$ cat config.mk
export PLATFORM = sky130hd
export DESIGN_NAME = ascii_load_sequencer
export DESIGN_NICKNAME = d
export VERILOG_FILES = /design/src/rtl/uk101_pkg.sv /design/src/rtl/sync_fifo.sv /design/src/rtl/ascii_load_sequencer.sv
export SDC_FILE = /design/constraint.sdc
export NUM_CORES = 1
export LEC_CHECK = 0
export BUFFER_PORTS_ARGS = -buffer_cell sky130_fd_sc_hd__buf_2
export CORE_MARGIN = 10
export CORE_UTILIZATION = 35
export CTS_BUF_LIST = sky130_fd_sc_hd__clkbuf_16
export CTS_CLUSTER_DIAMETER = 40
export DETAILED_ROUTE_END_ITERATION = 16
export GPL_ROUTABILITY_DRIVEN = 0
export SLEW_MARGIN = 15
export SYNTH_ARGS = -nofsm -noshare
export SYNTH_HDL_FRONTEND = slang
export SYNTH_SLANG_ARGS = --single-unit
$ cat constraint.sdc
create_clock -name clk_sys -period 2.7 [get_ports clk_sys]
set_input_delay 0.675 -clock clk_sys [delete_from_list [all_inputs] [get_ports clk_sys]]
set_output_delay 0.675 -clock clk_sys [all_outputs]
set_load 0.03 [all_outputs]
$ cat src/rtl/uk101_pkg.sv
// uk101_pkg: state type, ASCII constants and case mapping shared by the UK101 load path.
package uk101_pkg;
    typedef enum logic [1:0] {LS_IDLE, LS_PRESENT, LS_GAP} load_state_t;
    localparam logic [7:0] ASCII_CR = 8'h0D;
    localparam logic [7:0] ASCII_LF = 8'h0A;
    function automatic logic [7:0] to_upper(input logic [7:0] c);
        return (c >= 8'h61 && c <= 8'h7A) ? c - 8'h20 : c;
    endfunction
endpackage

$ cat src/rtl/sync_fifo.sv
// sync_fifo: first-word fall-through FIFO with flush; a push during flush lands in the emptied FIFO.
module sync_fifo #(
    parameter int WIDTH = 8,
    parameter int DEPTH = 16
) (
    input  logic                   clk,
    input  logic                   rst,
    input  logic                   push,
    input  logic                   pop,
    input  logic                   flush,
    input  logic [WIDTH-1:0]       din,
    output logic [WIDTH-1:0]       dout,
    output logic [$clog2(DEPTH):0] count,
    output logic                   empty,
    output logic                   full
);
    localparam int AW = $clog2(DEPTH);
    logic [WIDTH-1:0] mem [DEPTH];
    logic [AW-1:0] rd, wr;
    logic do_push, do_pop;
    assign empty = count == '0;
    assign full = count == (AW+1)'(DEPTH);
    assign do_pop = pop & ~empty;
    assign do_push = push & (~full | do_pop);
    assign dout = mem[rd];
    always_ff @(posedge clk or posedge rst) begin
        if (rst) begin
            rd <= '0;
            wr <= '0;
            count <= '0;
        end else if (flush) begin
            rd <= '0;
            wr <= AW'(push);
            count <= (AW+1)'(push);
        end else begin
            rd <= rd + AW'(do_pop);
            wr <= wr + AW'(do_push);
            count <= count + (AW+1)'(do_push) - (AW+1)'(do_pop);
        end
    end
    always_ff @(posedge clk)
        if (flush ? push : do_push) mem[flush ? '0 : wr] <= din;
endmodule

$ cat src/rtl/ascii_load_sequencer.sv
// ascii_load_sequencer: feeds the ACIA receive port from a paced ioctl file FIFO or the UART byte stream.
module ascii_load_sequencer
    import uk101_pkg::*;
#(
    parameter int FIFO_DEPTH = 16,
    parameter int CHAR_GAP   = 4800,
    parameter int LINE_GAP   = 2400000,
    parameter bit UPCASE     = 1'b1
) (
    input  logic       clk_sys,
    input  logic       reset,
    input  logic       load_from,
    input  logic       ioctl_download,
    input  logic       ioctl_wr,
    input  logic [7:0] ioctl_data,
    output logic       ioctl_wait,
    input  logic       uart_rx_valid,
    input  logic [7:0] uart_rx_data,
    output logic       acia_rx_valid,
    output logic [7:0] acia_rx_data,
    input  logic       acia_rx_ack,
    output logic       uart_overrun,
    output logic       busy
);
    localparam int GW = $clog2(LINE_GAP);
    localparam int CW = $clog2(FIFO_DEPTH) + 1;
    load_state_t state, state_n;
    logic [GW-1:0] gap, gap_n;
    logic [CW-1:0] count;
    logic [7:0] din, dout, data;
    logic from_q, dl_q, wait_q, hold_valid;
    logic src_chg, dl_rise, flush, push, pop, empty, full;
    assign src_chg = load_from != from_q;
    assign dl_rise = ioctl_download & ~dl_q;
    assign flush = load_from | src_chg | dl_rise;
    assign din = UPCASE ? to_upper(ioctl_data) : ioctl_data;
    assign push = ioctl_wr & ioctl_download & ~load_from & (ioctl_data != ASCII_LF) & (ioctl_data != 8'h00);
    sync_fifo #(.WIDTH(8), .DEPTH(FIFO_DEPTH)) u_fifo (
        .clk(clk_sys),
        .rst(reset),
        .push(push),
        .pop(pop),
        .flush(flush),
        .din(din),
        .dout(dout),
        .count(count),
        .empty(empty),
        .full(full)
    );
    always_ff @(posedge clk_sys or posedge reset) begin
        if (reset) begin
            state <= LS_IDLE;
            gap <= '0;
        end else begin
            state <= state_n;
            gap <= gap_n;
        end
    end
    always_comb begin
        state_n = state;
        gap_n = gap;
        pop = 1'b0;
        if (flush) begin
            state_n = LS_IDLE;
            gap_n = '0;
        end else if (state == LS_IDLE) begin
            pop = ~empty;
            state_n = empty ? LS_IDLE : LS_PRESENT;
        end else if (state == LS_PRESENT) begin
            state_n = acia_rx_ack ? LS_GAP : LS_PRESENT;
            gap_n = ~acia_rx_ack ? gap : (data == ASCII_CR) ? GW'(LINE_GAP - 1) : GW'(CHAR_GAP - 1);
        end else begin
            state_n = (gap == '0) ? LS_IDLE : LS_GAP;
            gap_n = (gap == '0) ? gap : gap - 1'b1;
        end
    end
    // Shared output byte register: holds the popped file byte or the latest UART byte.
    always_ff @(posedge clk_sys or posedge reset) begin
        if (reset) begin
            data <= '0;
            hold_valid <= 1'b0;
            uart_overrun <= 1'b0;
            from_q <= 1'b0;
            dl_q <= 1'b0;
            wait_q <= 1'b0;
        end else begin
            from_q <= load_from;
            dl_q <= ioctl_download;
            wait_q <= full | (count >= CW'(FIFO_DEPTH - 2));
            if (src_chg) begin
                data <= '0;
                hold_valid <= 1'b0;
                uart_overrun <= 1'b0;
            end else if (load_from) begin
                if (uart_rx_valid) begin
                    data <= uart_rx_data;
                    hold_valid <= 1'b1;
                    if (hold_valid & ~acia_rx_ack) uart_overrun <= 1'b1;
                end else if (acia_rx_ack) begin
                    hold_valid <= 1'b0;
                end
            end else if (pop) begin
                data <= dout;
            end
        end
    end
    assign ioctl_wait = wait_q & ~load_from;
    assign acia_rx_valid = load_from ? hold_valid : (state == LS_PRESENT) & ~dl_rise;
    assign acia_rx_data = data;
    assign busy = ~load_from & (~empty | (state != LS_IDLE));
endmodule

; ---- After elaboration in Yosys (flattened, before gate mapping)
; Memories as Yosys holds them, arrays and structs flattened.
; Cells that the tools add are included.
[op_classes]
addsub = 6
order_cmp = 3
n_eq_ne = 9
n_mux = 35
bitwise = 22
n_reduce_logical = 15
[op_table]
columns = cell, n
row1 = $mux 22, 6
row2 = $mux 8, 5
row3 = $logic_not 22->1, 1
row4 = $sub 22x1->22 const B, 1
row5 = $mux 1, 15
row6 = $mux 4, 3
row7 = $and 1x1->1, 11
row8 = $mux 2, 5
row9 = $add 4x1->4, 2
row10 = $eq 8x4->1 const B, 1
row11 = $ge 8x7->1 const B, 1
row12 = $le 8x7->1 const B, 1
row13 = $ne 8x4->1 const B, 1
row14 = $reduce_bool 2->1, 4
row15 = $reduce_bool 8->1, 1
row16 = $sub 8x6->8 const B, 1
row17 = $ne 3x2->1 const B, 2
row18 = $not 1->1, 6
row19 = $reduce_and 3->1, 2
row20 = $reduce_bool 3->1, 2
row21 = $add 5x1->5, 1
row22 = $eq 5x5->1 const B, 1
row23 = $ge 5x4->1 const B, 1
row24 = $logic_not 5->1, 1
row25 = 10 further kinds, 15
[word_totals]
ff_bits = 50
ramBits = 128
inputBits = 23
out_inout_bits = 12
elab_cells = 102
memories = 1
[memory_table]
columns = memory, depth, width, rd, rd_clocked_by_memory_dff, wr, line_no
row1 = u_fifo.mem, 16, 8, 1, 0, 1, sync_fifo.sv:18  ; logic [WIDTH-1:0] mem [DEPTH];

; ---- Longest topological paths before layout
; Gate-level depths: netlist of run 1.
[logic_depth]
depth_word = 10
depth_mapped = 17
depth_no_buf = 15

; ---- Cells and area by module
; From an unflattened synthesis of run 1, not the netlist that was laid out.
[hier_totals]
cells_unflattened = 546
hier_area_um2 = 7960.1
[modules_own_cells]
columns = mod, n_inst, cells_each, area_per_inst_um2, seq_area_each_um2
row1 = sync_fifo, 1, 297, 5667.9, 4169.0
row2 = ascii_load_sequencer, 1, 249, 2292.2, 925.9

; ---- Worst setup path before layout of run 1
; OpenSTA, ideal clock, no wires.
[synth_path]
kind = input to register
start = input port load_from
end = register u_fifo.count[4]
setup_time_ns = 0.132
arrival_time_ns = 3.261
path_slack_ns = -0.693
cell_stages = 17
path_cell_list = clkbuf_1 clkbuf_1 inv_1 ha_1 clkbuf_1 and2_1 clkbuf_1 nand2_1 a31oi_1 ha_1 inv_1 fa_1 inv_1 a21oi_1 o21bai_1 xnor2_1 nor2_1
[synth_via]
elab_chain_cells = 10
elab_cells_between_ends = 14
classes_between = 2 x add/sub / 1 x eq/ne / 2 x mux / 9 x bitwise
[synth_rtl]
columns = item, line_no
row1 = from (decl), ascii_load_sequencer.sv:12  ; input logic load_from,
row2 = $ne 1x1->1, ascii_load_sequencer.sv:33  ; assign src_chg = load_from != from_q;
row3 = $or 1x1->1 (2 in a row), ascii_load_sequencer.sv:35  ; assign flush = load_from | src_chg | dl_rise;
row4 = $mux 1, ascii_load_sequencer.sv:63  ; if (flush) begin
row5 = $and 1x1->1, sync_fifo.sv:23  ; assign do_pop = pop & ~empty;
row6 = $or 1x1->1, sync_fifo.sv:24  ; assign do_push = push & (~full | do_pop);
row7 = $and 1x1->1, sync_fifo.sv:24
row8 = $add 5x1->5, sync_fifo.sv:38  ; count <= count + (AW+1)'(do_push) - (AW+1)'(do_pop);
row9 = $sub 5x1->5, sync_fifo.sv:38
row10 = $mux 5 (*), sync_fifo.sv:31  ; end else if (flush) begin
row11 = to (signal assigned), sync_fifo.sv:34  ; count <= (AW+1)'(push);
row12 = to (signal assigned), sync_fifo.sv:38
row13 = to (decl), sync_fifo.sv:13  ; output logic [$clog2(DEPTH):0] count,
; Every way passes the cells marked *; elsewhere a longest branch is shown, timed or not.
; A chain may end at the register's enable or synchronous reset.

; ---- Final worst setup path of run 1
[layout_path]
start = register u_fifo.count[2]
end = register u_fifo.count[4]
[layout_via]
elab_chain_cells = 10
elab_cells_between_ends = 12
classes_between = 2 x add/sub / 1 x eq/ne / 3 x mux / 5 x bitwise / 1 x reduce/logical
[layout_rtl]
columns = item, line_no
row1 = $logic_not 5->1, sync_fifo.sv:21  ; assign empty = count == '0;
row2 = $not 1->1, "sync_fifo.sv:23, ascii_load_sequencer.sv:67"
row3 = $mux 1, ascii_load_sequencer.sv:66  ; end else if (state == LS_IDLE) begin
row4 = $mux 1, ascii_load_sequencer.sv:63
row5 = $and 1x1->1, sync_fifo.sv:23
row6 = $or 1x1->1, sync_fifo.sv:24
row7 = $and 1x1->1, sync_fifo.sv:24
row8 = $add 5x1->5, sync_fifo.sv:38
row9 = $sub 5x1->5 (*), sync_fifo.sv:38
row10 = $mux 5 (*), sync_fifo.sv:31
; Marked as above.

==> results by stage, run 1 <==
Global route:
- In the global route stage, overall resource usage came out at roughly 13%.
- The initial antenna violation count is 0.
- After global routing the overflow that remains totals 0.
- The via count of the first global-routing pass is around 5000.
- Entering global routing, the biggest net connects 35 pins.
- The first global-routing pass estimated 27710 microns of wire.

Yosys:
- Synthesis handed over a netlist of about 550 instances.
- The area share of and/or/nand/nor cells after synthesis is 9.882%.
- The portion of the post-synthesis area used by sequential elements is 64.90%.
- By area, the combinational part of the netlist is dominated by simple AND/OR/NAND/NOR gates.
- Counting flops with a built-in enable in the synthesized netlist gives 128.
- The register bit count reported by yosys is 178.
- The synthesized netlist devotes 2.805% of its cell area to adder and majority cells.
- During synthesis, Yosys emitted a total of 0 warnings.
- The count of unique library cells instantiated by Yosys is 57.
- The post-synth net total is a little under 600.
- The async set-or-reset flop fraction in the synthesized netlist is roughly 28%.
- Dividing the synthesized area by the synthesized cell count gives approximately 14 sq um.
- The most used flip-flop cell after synthesis is sky130_fd_sc_hd__edfxtp_1.
- The synthesized netlist devotes 1.116% of its cell area to XOR and XNOR gates.
- After synthesis, the share of cell area in mux cells is 9.436%.
- The cell area after synthesis is 7850 sq um.
- Summing the areas of all compound-gate instances in the mapped netlist gives 9.468% of the synthesized area.

Clock network:
- The H-tree was split into 4 levels.
- In this run the clock root is driven by a sky130_fd_sc_hd__clkbuf_16.
- TritonCTS built the clock tree.
- The number of clock buffers inserted by TritonCTS is 17.
- After clock tree synthesis, the clock-pin slew on the worst setup and hold paths is approximately 60 ps.
- No sink is reached through more buffers than the 2 on the longest clock path.
- For this design, the sink count on the clock tree is about 180.
- The clock reaches the later pin of the worst-skew pair after about 430 ps.

Layout:
- The filler cells instantiated in the layout total 1973.
- The final standard cell utilization of the core is 42.13%.
- The area growth from synthesis to layout is 17.85%.
- The final layout contains ~670 nets.
- The library cell used most frequently in the layout, excluding fill and tap cells, is sky130_fd_sc_hd__edfxtp_1.
- The number of antenna diodes in the final layout is 0.
- The library cells used most frequently in the layout, excluding fill and tap cells, are sky130_fd_sc_hd__edfxtp_1 (128), sky130_fd_sc_hd__buf_4 (51), sky130_fd_sc_hd__dfrtp_1 (49).
- Cells with a size suffix above 1 make up 26.22% of the layout.
- Summing all multi-input logic gate instances after layout gives around 2600 sq um.
- Across the whole layout, storage elements account for between 5000 and 6000 sq um.

Job:
- The max-capacitance violation count is 0.

Critical path:
- The most numerous cell type found on the critical path is sky130_fd_sc_hd__inv_2.
- The kind of capture point of the worst setup path is a flip-flop.
- The highest cell delay on the worst timing path is 440 ps.
- The class of the most critical setup path is reg -> reg.
- The slowest stage of the critical path belongs to the cell sky130_fd_sc_hd__or4b_4.
- The critical path launch point type is a flip-flop.
- For the worst setup path, the data arrival time is between 3000 and 4000 ps.
- The data required time at the worst endpoint is 3000 ps.
- Walking the worst path, the cells encountered are inv_2 > ha_4 > or4b_4 > nand4_1 > inv_1 > ha_1 > inv_1 > ha_2 > inv_2 > fa_2 > inv_2 > a21oi_2 > o21bai_1 > xnor2_1 > nor2_1.
- Of all nets on the critical path, the largest fanout is 2.

Route:
- In the final routed layout, each cell accounts on average for 19.22 microns.
- The post-detailed-route DRC marker count is 0.
- The total number of vias is 4870.
- The first-iteration detailed-routing DRC count is between 400 and 500.
- Once detail routing completed, the nets flagged for antenna violations numbered 0.
- The via-per-instance ratio is 5.311.
- The final wirelength is 17620 microns.
- The first-pass detailed-route iteration total is 4.

Worst hold path:
- The worst hold-check path type is in -> async.

STA:
- The final-report setup violation count is 1.
- The measured slew at the worst slew-check pin is 835.7 ps.
- The number of endpoints with negative hold slack in the final report is 0.
- The maximum frequency from static timing analysis is about 0.36 GHz.
- The period utilization is 102.7%.
- Setup repair after global routing could not meet its margin everywhere.
- The tightest hold path in the finished design has a slack of around 350 ps.
- The smallest clock period supported by the final layout is computed as approximately 2800 ps.
- The worst clock skew is between 10 and 15 ps.
- Across all setup checks in the final design, the least slack found is -71.79 ps.
- The relative slew slack is 44.08%.
- The number of max-slew violations in the final report came to 0.

Floorplanning:
- The die height is around 170 microns.
- The number of placement rows is 54.
- After floorplanning, the core was sized to cover 21960 sq um.
- The overall die width is 169.8 microns.
- The die covers 28820 sq um.
- Pin placement for this block handled 35 I/O pins.
- For this configuration, the core starts out at a cell density of 35.75%.

Place:
- The wire-length estimate of the detail-placed layout is about 12000 microns.
- The number of port buffers is 34.

Power:
- For this design the static power due to leakage is 3.494 nW.
- Power spread over the standard cell area amounts to 595.3 nW/um^2.
- IR analysis of the VDD net gives a maximum drop of 0.4520 mV.

Run status:
- The run finished, with violations left.
- The checks that failed: negative setup slack.
==> power breakdown <==
part	switching, mW	leakage, nW	total, mW	internal [mW]
logic	0.214	1.41	0.334	0.121
clock network	1.02	0.252	2.19	1.17
registers	0.0192	1.83	2.98	2.96
total	1.26	3.49	5.51	4.25
==> routing by layer <==
metal | share of wire (%) | track usage, % | vias to the layer above
li1 | - | - | 2278
met1 | 43 | 15.31 | 2455
met2 | 50 | 20.87 | 114
met3 | 5.1 | 3.350 | 23
met4 | 2.0 | 5.036 | 0
met5 | 0 | 0 | -
==> worst max-delay path, delay by kind of cell (launching register included) <==
family / cells / cell delay (ps)
AOI/OAI and AO/OA: 2 / 220
xor gates and xnor gates: 1 / 150
adders and majority gates: 4 / 950
buffers and inverters: 5 / 320
DFF: 1 / 400
and+or+nand+nor: 3 / 630
==> kinds of logic (layout without fill, tap and decap cells) <==
logic type               Yosys count  count (layout)
flip-flops                       178             178
AND/OR/NAND/NOR                  148             148
AO/OA/AOI/OAI                    111             111
buffers and inverters             47             139
multiplexers                      34              34
adder cells (fa/ha/maj)           17              17
XOR/XNOR                          10              10
==> layout make-up <==
cell class	count	share of cell area (%)
clock buffers	17	4.598
clock inverters	13	0.9602
inverters	22	0.9467
multi-input cells	320	28.21
flip-flops and latches	178	55.09
well taps	280	3.787
repair buffers	87	6.411
==> state kept, by name, indices dropped and copies added (netlist names) <==
signal        flops
acia_rx_data      8
u_fifo.count      5
u_fifo.wr         4
u_fifo.mem      128
uart_overrun      1
dl_q              1
hold_valid        1
gap              22
wait_q            1
u_fifo.rd         4
state             2
from_q            1
==> Yosys cell counts, types with 7 or more instances <==
cell	number	area, sq um
sky130_fd_sc_hd__nand2_1	24	90.09
sky130_fd_sc_hd__nand3_1	8	40.04
sky130_fd_sc_hd__a21oi_1	36	180.2
sky130_fd_sc_hd__a22oi_1	14	105.1
sky130_fd_sc_hd__a311oi_1	7	61.31
sky130_fd_sc_hd__inv_1	22	82.58
sky130_fd_sc_hd__nor2_1	45	168.9
sky130_fd_sc_hd__nor2b_1	7	43.79
sky130_fd_sc_hd__ha_1	16	200.2
sky130_fd_sc_hd__dfrtp_1	50	1251
sky130_fd_sc_hd__clkbuf_1	18	67.56
sky130_fd_sc_hd__and3_1	7	43.79
sky130_fd_sc_hd__mux4_2	32	720.7
sky130_fd_sc_hd__edfxtp_1	128	3844
sky130_fd_sc_hd__o21ai_0	17	85.08
sky130_fd_sc_hd__nor3_1	14	70.07
==> final timing paths <==
path	start	to	slack, ps	cells after the start
max in group asynchronous	reset	gap[20]$_DFFE_PP0P_	1610	3
worst min register to register	acia_rx_data[2]$_DFFE_PP0P_	acia_rx_data[2]$_DFFE_PP0P_	520	2
min in group clk_sys	ioctl_download	dl_q$_DFF_PP0_	390	1
worst max register to register	u_fifo.count[2]$_DFF_PP0_	u_fifo.count[4]$_DFF_PP0_	-70	15
worst min-delay path	reset	acia_rx_data[5]$_DFFE_PP0P_	350	2
worst max-delay path	u_fifo.count[2]$_DFF_PP0_	u_fifo.count[4]$_DFF_PP0_	-70	15
==> through the flow <==
stage	power, mW	TNS, ps	cells	setup WS [ps]	area (sq um)
3_5_place_dp	3.371	-2342	881	-225.3	8670
6_report	5.507	-71.79	917	-71.79	9251
3_3_place_gp	3.361	-1444	881	-169.3	8670
2_1_floorplan	3.230	-212.8	545	-212.8	7938
4_1_cts	5.565	-15.84	914	-15.84	9210
5_1_grt	5.714	-237.1	917	-208.9	9251
==> timing repair <==
action | in CTS | in global routing
hold buffers | 0 | 0
resized for setup | 1 | 7
endpoints found under the setup margin | 2 | 3
buffers inserted | 3 | 3
pin swaps | 3 | 4
No activity file was read; power rests on OpenSTA's default activity.
==> run 2: changes to the inputs <==
--- a/config.mk
+++ b/config.mk
@@ -7,7 +7,7 @@
 export LEC_CHECK = 0
 export BUFFER_PORTS_ARGS = -buffer_cell sky130_fd_sc_hd__buf_2
 export CORE_MARGIN = 10
-export CORE_UTILIZATION = 35
+export CORE_UTILIZATION = 40
 export CTS_BUF_LIST = sky130_fd_sc_hd__clkbuf_16
 export CTS_CLUSTER_DIAMETER = 40
 export DETAILED_ROUTE_END_ITERATION = 16
==> run 2 against run 1 <==
  * The run now ends clean
  * Largest cell class unchanged
  * First-iteration DRC count decreased by 22%
  * Via count increased by 0.55%
  * Critical endpoint unchanged
  * Global-route usage up 1.5 points
==> results by stage, run 2 (synthesized netlist as in run 1, its figures left out) <==
Run status:
- Status: completed (was finished, violations left).

Floorplanning:
- The number of placement rows is 51 (was 54).
- The overall die width is 160.1 microns (was 169.8 microns).
- The core box area is 19400 sq um (was 21960 sq um).
- The effective utilization at floorplan is 40.47% (was 35.75%).
- The number of I/O pins is 35 (unchanged).
- The die area is 25630 sq um (was 28820 sq um).
- The die height was 160.1 microns (was 169.8 microns).

Critical path:
- The critical path launch point type was a flip-flop (unchanged).
- The worst reg2reg path startpoint was u_fifo.count[2]$_DFF_PP0_ (unchanged).
- The data required time at the worst endpoint is 3010 ps (was 3000 ps).
- The beginning of the critical path is u_fifo.count[2]$_DFF_PP0_ (unchanged).
- The number of cell instances on the worst register-to-register path is 15 (unchanged).
- The critical-path maximum fanout came to 2 (unchanged).
- The endpoint of the most critical setup path is u_fifo.count[4]$_DFF_PP0_ (unchanged).
- The kind of capture point of the worst setup path is a flip-flop (unchanged).
- The data arrival time of the critical path is 2930 ps (was 3080 ps).
- The register-to-register setup slack came to 80 ps (was -70 ps).
- The class of the most critical setup path was reg -> reg (unchanged).
- The end of the worst register-to-register path is u_fifo.count[4]$_DFF_PP0_ (unchanged).

Layout:
- The most common library cell in the layout ignoring fill and taps is sky130_fd_sc_hd__edfxtp_1 (unchanged).
- The antenna cell count came to 0 (unchanged).
- The post-route standard cell area excluding fillers is 9254 sq um (was 9251 sq um).
- The area overhead of the layout relative to synthesis is 17.88% (was 17.85%).
- The flip-flop count of the largest register, all copies and words added is 128 (unchanged).
- The number of nets in the layout was 660 (was 666).
- The register name with the most flops was u_fifo.mem (unchanged).
- Most frequent cells in the layout: sky130_fd_sc_hd__edfxtp_1 (128), sky130_fd_sc_hd__dfrtp_1 (49), sky130_fd_sc_hd__nor2_1 (44), sky130_fd_sc_hd__buf_4 (44), sky130_fd_sc_hd__a21oi_1 (35) (was sky130_fd_sc_hd__edfxtp_1 (128), sky130_fd_sc_hd__buf_4 (51), sky130_fd_sc_hd__dfrtp_1 (49)).
- The ratio of cells with drive above 1 in the final layout came to 26.42% (was 26.22%).

Clock network:
- The clock tree from TritonCTS is done (unchanged).
- The CTS sink count is 178 (unchanged).
- The number of clock buffers inserted by TritonCTS is 17 (unchanged).
- The number of buffers between clock root and the deepest sink is 2 (unchanged).
- The clock slew at the register clock pins of the worst setup and hold paths came to 70 ps (was 60 ps).
- The H-tree level count is 4 (unchanged).
- The clock root buffer master is sky130_fd_sc_hd__clkbuf_16 (unchanged).
- The clock latency of the later-clocked register in the worst-skew pair is 430 ps (about the same).

STA:
- The minimum period implied by the final worst setup slack is 2617 ps (was 2772 ps).
- The worst clock skew was 12.30 ps (was 11.62 ps).
- The final total negative setup slack came to 0 ps (was -71.79 ps).
- The maximum frequency from static timing analysis is 0.3821 GHz (was 0.3608 GHz).
- The relative slew slack was 40.89% (was 44.08%).
- The number of endpoints with negative hold slack in the final report is 0 (unchanged).
- The measured slew at the worst slew-check pin came to 883.4 ps (was 835.7 ps).
- The final-report setup violation count came to 0 (was 1).
- Setup repair after global routing missed its margin: true (unchanged).
- The period utilization is 96.94% (was 102.7%).
- The number of max-slew violations in the final report is 0 (unchanged).

Global route:
- The initial antenna violation count is 0 (unchanged).
- The residual overflow from global routing is 0 (unchanged).
- The pin count of the biggest net entering global routing came to 35 (unchanged).
- The via count of the first global-routing pass is 5088 (was 5016).
- The global router's overall resource usage is 14.10% (was 12.59%).
- The first-pass GRT wire length was 28520 microns (was 27710 microns).

Route:
- The remaining antenna violation count is 0 (unchanged).
- The first-pass detailed-route iteration total was 5 (was 4).
- The via-per-instance ratio is 5.459 (was 5.311).
- The final wirelength is 18010 microns (was 17620 microns).
- The post-detailed-route DRC marker count is 0 (unchanged).
- The total number of vias was 4897 (was 4870).
- The first-iteration detailed-routing DRC count was 365 (was 470).
- The average detailed-routed wire length per instance is 20.07 microns (was 19.22 microns).

Power:
- The worst ir drop on vdd is 0.3685 mV (was 0.4520 mV).
- The leakage component of the power is 3.470 nW (was 3.494 nW).
- The power density over cell area is 606.7 nW/um^2 (was 595.3 nW/um^2).

Place:
- The post-place instance area is 8633 sq um (was 8670 sq um).
- The HPWL after detailed placement is 12490 microns (was 11890 microns).
- The number of port buffers is 34 (unchanged).

Job:
- The max-capacitance violation count is 0 (unchanged).

Worst hold path:
- The worst hold-check path type is in -> async (unchanged).
==> run 2: changes by cell type in the layout (fill, tap and decap cells not counted), sizes merged <==
cell	delta
buf	-6
clkinv	-1
inv	+2
==> run 2: worst min-delay path by stage <==
stage | from | endpoint | slack (ps)
floorplan | hold_valid$_DFFE_PP0P_ | hold_valid$_DFFE_PP0P_ | 470
global placement | hold_valid$_DFFE_PP0P_ | hold_valid$_DFFE_PP0P_ | 490
detailed placement | acia_rx_data[1]$_DFFE_PP0P_ | acia_rx_data[1]$_DFFE_PP0P_ | 490
CTS | reset | u_fifo.rd[1]$_DFF_PP0_ | 320
global route | reset | u_fifo.count[3]$_DFF_PP0_ | 360
finish | reset | u_fifo.count[2]$_DFF_PP0_ | 310
==> run 2: cell type report <==
class / count / area, sq um
timing repair buffer: 81 / 560.5
clock buffer: 17 / 425.4
sequential: 178 / 5096
fill: 1724 / 10140
clock inverter: 14 / 106.4
inverter: 22 / 90.09
multi-input combinational: 320 / 2644
tap: 265 / 331.6
==> run 2: what timing repair did <==
action / 4_1_cts / 5_1_grt
pin swaps: 3 / 5
setup endpoints to repair: 2 / 5
setup buffers: 2 / 2
hold buffers: 0 / 0
hold endpoints to repair: 0 / 0
resized for setup: 5 / 10
==> run 2: report_power, final <==
group	leakage (nW)	internal [mW]	switching (mW)
clock	0.261	1.19	1.09
combinational	1.38	0.132	0.221
sequential	1.83	2.96	0.0200
==> run 2: stage by stage <==
stage / hold WS (ps) / utilization, % / instances / power, mW / worst slack, ps
6_report: 313.4 / 47.70 / 897 / 5.614 / 82.63
5_1_grt: 357.8 / 47.70 / 897 / 5.817 / -55.84
4_1_cts: 317.6 / 47.41 / 895 / 5.651 / 15.70
3_5_place_dp: 488.7 / 44.50 / 862 / 3.384 / -296.1
3_3_place_gp: 485.4 / 44.50 / 862 / 3.374 / -231.4
2_1_floorplan: 466.9 / - / 545 / 3.230 / -212.8
==> run 2: critical path, cell delays in order, from the launching register on <==
cell	delay, ps
sky130_fd_sc_hd__dfrtp_1	400
sky130_fd_sc_hd__inv_2	80
sky130_fd_sc_hd__ha_4	120
sky130_fd_sc_hd__or4b_4	450
sky130_fd_sc_hd__nand4_1	130
sky130_fd_sc_hd__inv_2	60
sky130_fd_sc_hd__ha_4	220
sky130_fd_sc_hd__inv_4	50
sky130_fd_sc_hd__ha_4	120
sky130_fd_sc_hd__inv_2	40
sky130_fd_sc_hd__fa_2	390
sky130_fd_sc_hd__inv_2	60
sky130_fd_sc_hd__a21oi_2	40
sky130_fd_sc_hd__o21bai_1	160
sky130_fd_sc_hd__xnor2_1	130
sky130_fd_sc_hd__nor2_1	60
==> run 2: routing by layer <==
| layer | global-route usage [%] | routed length, microns |
|---|---|---|
| met1 | 18.12 | 7955 |
| met2 | 22.92 | 8756 |
| met5 | 0 | 0 |
| met3 | 3.445 | 1009 |
| met4 | 4.633 | 285 |
